<file path="config.mk">
export PLATFORM = sky130hd
export DESIGN_NAME = fifo_stream_drain_flat
export DESIGN_NICKNAME = d
export VERILOG_FILES = /design/src/rtl/fifo_stream_drain_if.sv /design/src/rtl/fifo_stream_drain.sv /design/src/flat_wrapper.sv
export SDC_FILE = /design/constraint.sdc
export NUM_CORES = 1
export LEC_CHECK = 0
export BUFFER_PORTS_ARGS = -buffer_cell sky130_fd_sc_hd__buf_4
export CORE_AREA = 2 2 48 50
export DETAILED_ROUTE_END_ITERATION = 16
export DIE_AREA = 0 0 50 52
export PLACE_DENSITY = 0.76
export SYNTH_ARGS = -nofsm -noshare
export SYNTH_HDL_FRONTEND = slang
export SYNTH_SLANG_ARGS = --single-unit
export TNS_END_PERCENT = 100
</file>
<file path="constraint.sdc">
create_clock -name clk -period 2.55 [get_ports clk]
set_input_delay 0.1275 -clock clk [delete_from_list [all_inputs] [get_ports clk]]
set_output_delay 0.1275 -clock clk [all_outputs]
set_load 0.02 [all_outputs]
</file>
<file path="src/rtl/fifo_stream_drain_if.sv">
// Valid/ready stream carrying one DATA_WIDTH word per accepted beat.
// The master drives valid/data and the slave drives ready.
interface fifo_stream_drain_if #(
   parameter int unsigned DATA_WIDTH = 8
) ();
   logic                  valid;
   logic                  ready;
   logic [DATA_WIDTH-1:0] data;

   modport master (output valid, output data, input ready);
   modport slave  (input valid, input data, output ready);
endinterface

</file>
<file path="src/rtl/fifo_stream_drain.sv">
// Turns a synchronous_fifo read port (r_en/empty, 1-cycle data) into a valid/ready stream via a
// small skid buffer. Optional accepted-beat counter on beat_cnt_o when DRAIN_BEAT_CNT_EN is defined.
module fifo_stream_drain #(
   parameter int unsigned DATA_WIDTH = 8,
   parameter int unsigned OUT_DEPTH  = 2,
   parameter int unsigned CNT_WIDTH  = 16
) (
   input  logic                  clk,
   input  logic                  rst_n,
   input  logic                  drain_en_i,
   input  logic                  fifo_empty_i,
   input  logic [DATA_WIDTH-1:0] fifo_data_i,
   output logic                  fifo_r_en_o,
   fifo_stream_drain_if.master   m_if,
   output logic                  busy_o
`ifdef DRAIN_BEAT_CNT_EN
   ,
   output logic [CNT_WIDTH-1:0]  beat_cnt_o
`endif
);

   localparam int unsigned PtrW = $clog2(OUT_DEPTH);
   localparam int unsigned CntW = $clog2(OUT_DEPTH + 1);
   localparam logic [CntW:0] OccLimit = (CntW + 1)'(OUT_DEPTH);

   typedef logic [PtrW-1:0] ptr_t;

   if (OUT_DEPTH < 2 || CNT_WIDTH == 0) begin : g_param_check
      $error("fifo_stream_drain: OUT_DEPTH must be >= 2 and CNT_WIDTH must be > 0");
   end

   logic [DATA_WIDTH-1:0] buf_q [OUT_DEPTH];
   logic [CntW-1:0]       count_q, count_d;
   ptr_t                  head_q, head_d;
   ptr_t                  tail_q, tail_d;
   logic                  inflight_q;
   logic                  pop;
   logic [CntW:0]         occ;

   function automatic ptr_t ptr_inc(input ptr_t p);
      return (p == ptr_t'(OUT_DEPTH - 1)) ? '0 : p + ptr_t'(1);
   endfunction

   assign pop = m_if.valid & m_if.ready;

   // Occupancy after this edge if no read were issued; m_ready -> fifo_r_en is deliberate so
   // a full buffer that is being popped can still keep one beat per cycle flowing.
   assign occ = {1'b0, count_q} + {{CntW{1'b0}}, inflight_q} - {{CntW{1'b0}}, pop};
   assign fifo_r_en_o = drain_en_i & ~fifo_empty_i & (occ < OccLimit);

   always_comb begin
      head_d  = head_q;
      tail_d  = tail_q;
      count_d = count_q;
      if (inflight_q) tail_d = ptr_inc(tail_q);
      if (pop)        head_d = ptr_inc(head_q);
      unique case ({inflight_q, pop})
         2'b10:   count_d = count_q + CntW'(1);
         2'b01:   count_d = count_q - CntW'(1);
         default: count_d = count_q;
      endcase
   end

   always_ff @(posedge clk or negedge rst_n) begin
      if (!rst_n) begin
         count_q    <= '0;
         head_q     <= '0;
         tail_q     <= '0;
         inflight_q <= 1'b0;
         for (int unsigned i = 0; i < OUT_DEPTH; i++) buf_q[i] <= '0;
      end else begin
         count_q    <= count_d;
         head_q     <= head_d;
         tail_q     <= tail_d;
         inflight_q <= fifo_r_en_o;
         if (inflight_q) buf_q[tail_q] <= fifo_data_i;
      end
   end

   assign m_if.valid = (count_q != '0);
   assign m_if.data  = buf_q[head_q];
   assign busy_o     = (count_q != '0) | inflight_q;

`ifdef DRAIN_BEAT_CNT_EN
   logic [CNT_WIDTH-1:0] beat_cnt_q;

   always_ff @(posedge clk or negedge rst_n) begin
      if (!rst_n) begin
         beat_cnt_q <= '0;
      end else if (pop) begin
         beat_cnt_q <= beat_cnt_q + CNT_WIDTH'(1);
      end
   end

   assign beat_cnt_o = beat_cnt_q;
`endif

endmodule
</file>
<file path="src/flat_wrapper.sv">
// flat-port wrapper written by rule: the top's interface ports become plain ports
module fifo_stream_drain_flat 
#(
   parameter int unsigned DATA_WIDTH = 8,
   parameter int unsigned OUT_DEPTH  = 2,
   parameter int unsigned CNT_WIDTH  = 16
)
  (clk, rst_n, drain_en_i, fifo_empty_i, fifo_data_i, fifo_r_en_o, busy_o, m_if_valid, m_if_data, m_if_ready);
  fifo_stream_drain_if #(.DATA_WIDTH(DATA_WIDTH)) m_if_i ();
  input  logic clk;
  input  logic rst_n;
  input  logic drain_en_i;
  input  logic fifo_empty_i;
  input  logic [DATA_WIDTH-1:0] fifo_data_i;
  output logic fifo_r_en_o;
  output logic busy_o;
  output wire logic [$bits(m_if_i.valid)-1:0] m_if_valid;
  output wire logic [$bits(m_if_i.data)-1:0] m_if_data;
  input wire logic [$bits(m_if_i.ready)-1:0] m_if_ready;
  assign m_if_valid = m_if_i.valid;
  assign m_if_data = m_if_i.data;
  assign m_if_i.ready = m_if_ready;
  fifo_stream_drain #(.DATA_WIDTH(DATA_WIDTH), .OUT_DEPTH(OUT_DEPTH), .CNT_WIDTH(CNT_WIDTH)) u_core (.clk(clk), .rst_n(rst_n), .drain_en_i(drain_en_i), .fifo_empty_i(fifo_empty_i), .fifo_data_i(fifo_data_i), .fifo_r_en_o(fifo_r_en_o), .m_if(m_if_i), .busy_o(busy_o));
endmodule
</file>
==> flow_summary.json <==
{
  "status": "finished, final reports clean",
  "clock_path_buffers": 2,
  "tightest_slew_ps": 415,
  "synth.distinct_cells": 19,
  "powerDensity_mw_per_mm2": 1260,
  "final_cell_mix": "buf_4 (23), dfrtp_1 (20), mux2_2 (16)",
  "vias_per_cell": 5.07,
  "yosysWarnings": 0,
  "grt_pass1_vias": 584,
  "rsz0062_at_grt": "no",
  "io_buffers": 23,
  "hold_path_depth": 2,
  "dp_cells": 117,
  "start_util_pct": 47.8,
  "grt_pass1_wl_um": 2730,
  "synthesis.area_mm2": 0.00101,
  "synthAdderAreaFrac_pct": 1.99,
  "htreeDepth": 1,
  "drtIter0Drc": 4,
  "fp-row-count": 17,
  "dp_slack_ps": 522,
  "dr.pass1.iters": 2,
  "dpl.hpwl_um": 1220,
  "grt-ovfl-total": 0,
  "period_share_pct": 91.1,
  "syn-num-nets": 83,
  "avgSynthCellArea_um2": 14.6,
  "finalHoldViolCount": 0,
  "synthMuxAreaShare_pct": 29.8,
  "postSynthCellCount": 69,
  "drcViolationCount": 0,
  "cp-start-kind": "flop",
  "grt_usage_pct": 14.4,
  "synthTopCellsByArea": "dfrtp_1 (52%), mux2_2 (18%), mux2_4 (12%), buf_6 (2.2%), fa_1 (2.0%)",
  "drt.antenna.violating_nets": 0,
  "antennaDiodeCount": 0,
  "fin_crit_ps": 2320,
  "reg2reg_depth": 6,
  "finalPower_mw": 1.56,
  "setup_violations": 0,
  "postLayoutSetupSlackWorst_ps": 226,
  "relSlewSlack_pct": 72.4,
  "wl_per_cell_um": 13.7,
  "vias": 624,
  "drive_gt1_share_pct": 56.8,
  "clkLatencyLatePin_ps": 290,
  "die_h_um": 52,
  "fp.coreArea_mm2": 0.00211,
  "root_buffer": "clkbuf_4",
  "antenna_found_initial": 0,
  "grt_max_degree": 22,
  "synth_xor_area_share_pct": 3.48,
  "place_congestion": 0.826,
  "arrival_ps": 2200,
  "p_leak_nw": 0.578,
  "die-area_mm2": 0.00260,
  "fmax_ghz": 0.430,
  "crit_path_end_kind": "output port",
  "cts_buffers": 3,
  "synth_top_area_share_pct": 52.2,
  "cts_setup_buffers": 0,
  "cts.sink_count": 21,
  "synthSimpleGateAreaFrac_pct": 7.95,
  "tns_ps": 0,
  "required_ps": 2420,
  "area_delta_synth_final_pct": 22.6,
  "io_pins": 24,
  "nets": 110,
  "seq_area_um2": 527,
  "final_common_cell": "buf_4",
  "routed_wl_um": 1680,
  "crit_type": "reg -> out",
  "n_fill_cell": 178,
  "cp_max_fo": 6,
  "clkTransAtPathRegs_ps": 110,
  "die_x_um": 50,
  "cts_tree": "yes",
  "slew_violations": 0,
  "synth_top_family_by_area": "multiplexers",
  "maxCapViolations": 0,
  "synth-compound-area-share_pct": 1.49,
  "hold_path_class": "in -> reg",
  "yosysTopAreaCell": "dfrtp_1",
  "multi_input_area_um2": 450,
  "ys_ff_latch": 21,
  "peakVddDrop_uv": 600,
  "skew_ps": 1.80,
  "fin_cells": 123,
  "seq_area_frac_synth_pct": 52.2
}
-- cell type report --
cell class,count,area share [%]
Timing Repair Buffer,25,15.6
Inverter,1,0.304
Tap cell,28,2.84
Sequential cell,21,42.7
Clock buffer,4,2.13
Multi-Input combinational cell,44,36.5
-- layer usage --
metal / GRT usage (%) / share of wire, % / wire [um] / vias up
met5: 0 / 0 / 0 / -
met4: 4.17 / 0.48 / 8 / 0
met3: 3.74 / 3.4 / 57 / 2
met2: 22.1 / 49 / 833 / 10
met1: 20.0 / 47 / 785 / 317
li1: - / - / - / 295
-- where the power goes --
part           switching [mW]  internal (mW)  total (mW)  leakage (nW)
registers               0.129          0.492       0.621         0.250
logic                   0.329          0.455       0.784         0.313
clock network          0.0929         0.0607       0.154        0.0150
-- state kept, by name (all words and copies together), names as in the netlist --
name               count
u_core.tail_q          1
u_core.head_q          1
u_core.inflight_q      1
u_core.count_q         2
u_core.buf_q          16
-- worst max-delay path, cell delays in order (launching register included) --
cell and delay, ps:
dfrtp_1 430, and3b_1 280, a21oi_1 80, nand2b_1 170
fa_1 380, xor2_1 150, nor3_1 230, buf_4 190
-- stage by stage --
stage / hold slack, ps / instance area [um^2] / util [%]
6_report: 65.2 / 1230 / 58.6
3_5_place_dp: 25.6 / 1190 / 56.4
3_3_place_gp: 23.7 / 1190 / 56.4
2_1_floorplan: -168 / 1010 / -
4_1_cts: 53.0 / 1230 / 58.6
5_1_grt: 41.0 / 1230 / 58.6
-- cells by family (layout without fill, tap and decap cells) --
group                    Yosys count  count (layout)
multiplexers                      24              24
flip-flops                        21              21
buffers and inverters              4              30
XOR/XNOR                           4               4
AND/OR/NAND/NOR                   12              12
AO/OA/AOI/OAI                      3               3
adder cells (fa/ha/maj)            1               1
-- synthesized netlist by cell type --
| library cell | instances |
|---|---|
| dfrtp_1 | 21 |
| mux2_2 | 16 |
| mux2_4 | 8 |
| a21oi_1 | 3 |
| buf_6 | 2 |
| nand2_1 | 2 |
| nand2b_1 | 2 |
| nor3_1 | 2 |
| xnor2_1 | 2 |
| xor2_1 | 2 |
| and3b_1 | 1 |
| and4_1 | 1 |
| buf_2 | 1 |
| fa_1 | 1 |
| inv_1 | 1 |
| nand2_2 | 1 |
| nor2b_4 | 1 |
| or2_2 | 1 |
| or3_1 | 1 |
-- worst paths after layout --
path | slack [ps] | end | start
max | 230 | fifo_r_en_o | u_core.count_q[0]
min | 70 | u_core.buf_q[9] | fifo_data_i[1]
max reg2reg | 740 | u_core.inflight_q | u_core.count_q[0]
min reg2reg | 510 | u_core.buf_q[2] | u_core.buf_q[2]
max in group asynchronous | 2080 | u_core.count_q[1] | rst_n
min in group asynchronous | 250 | u_core.buf_q[11] | rst_n
-- what timing repair did --
action                                 in CTS  in global routing
endpoints found under the hold margin      22                  0
hold buffers                                2                  0
resized for setup                           0                  1
setup endpoints to repair                   0                  1
(Power assumes the default switching activity.)
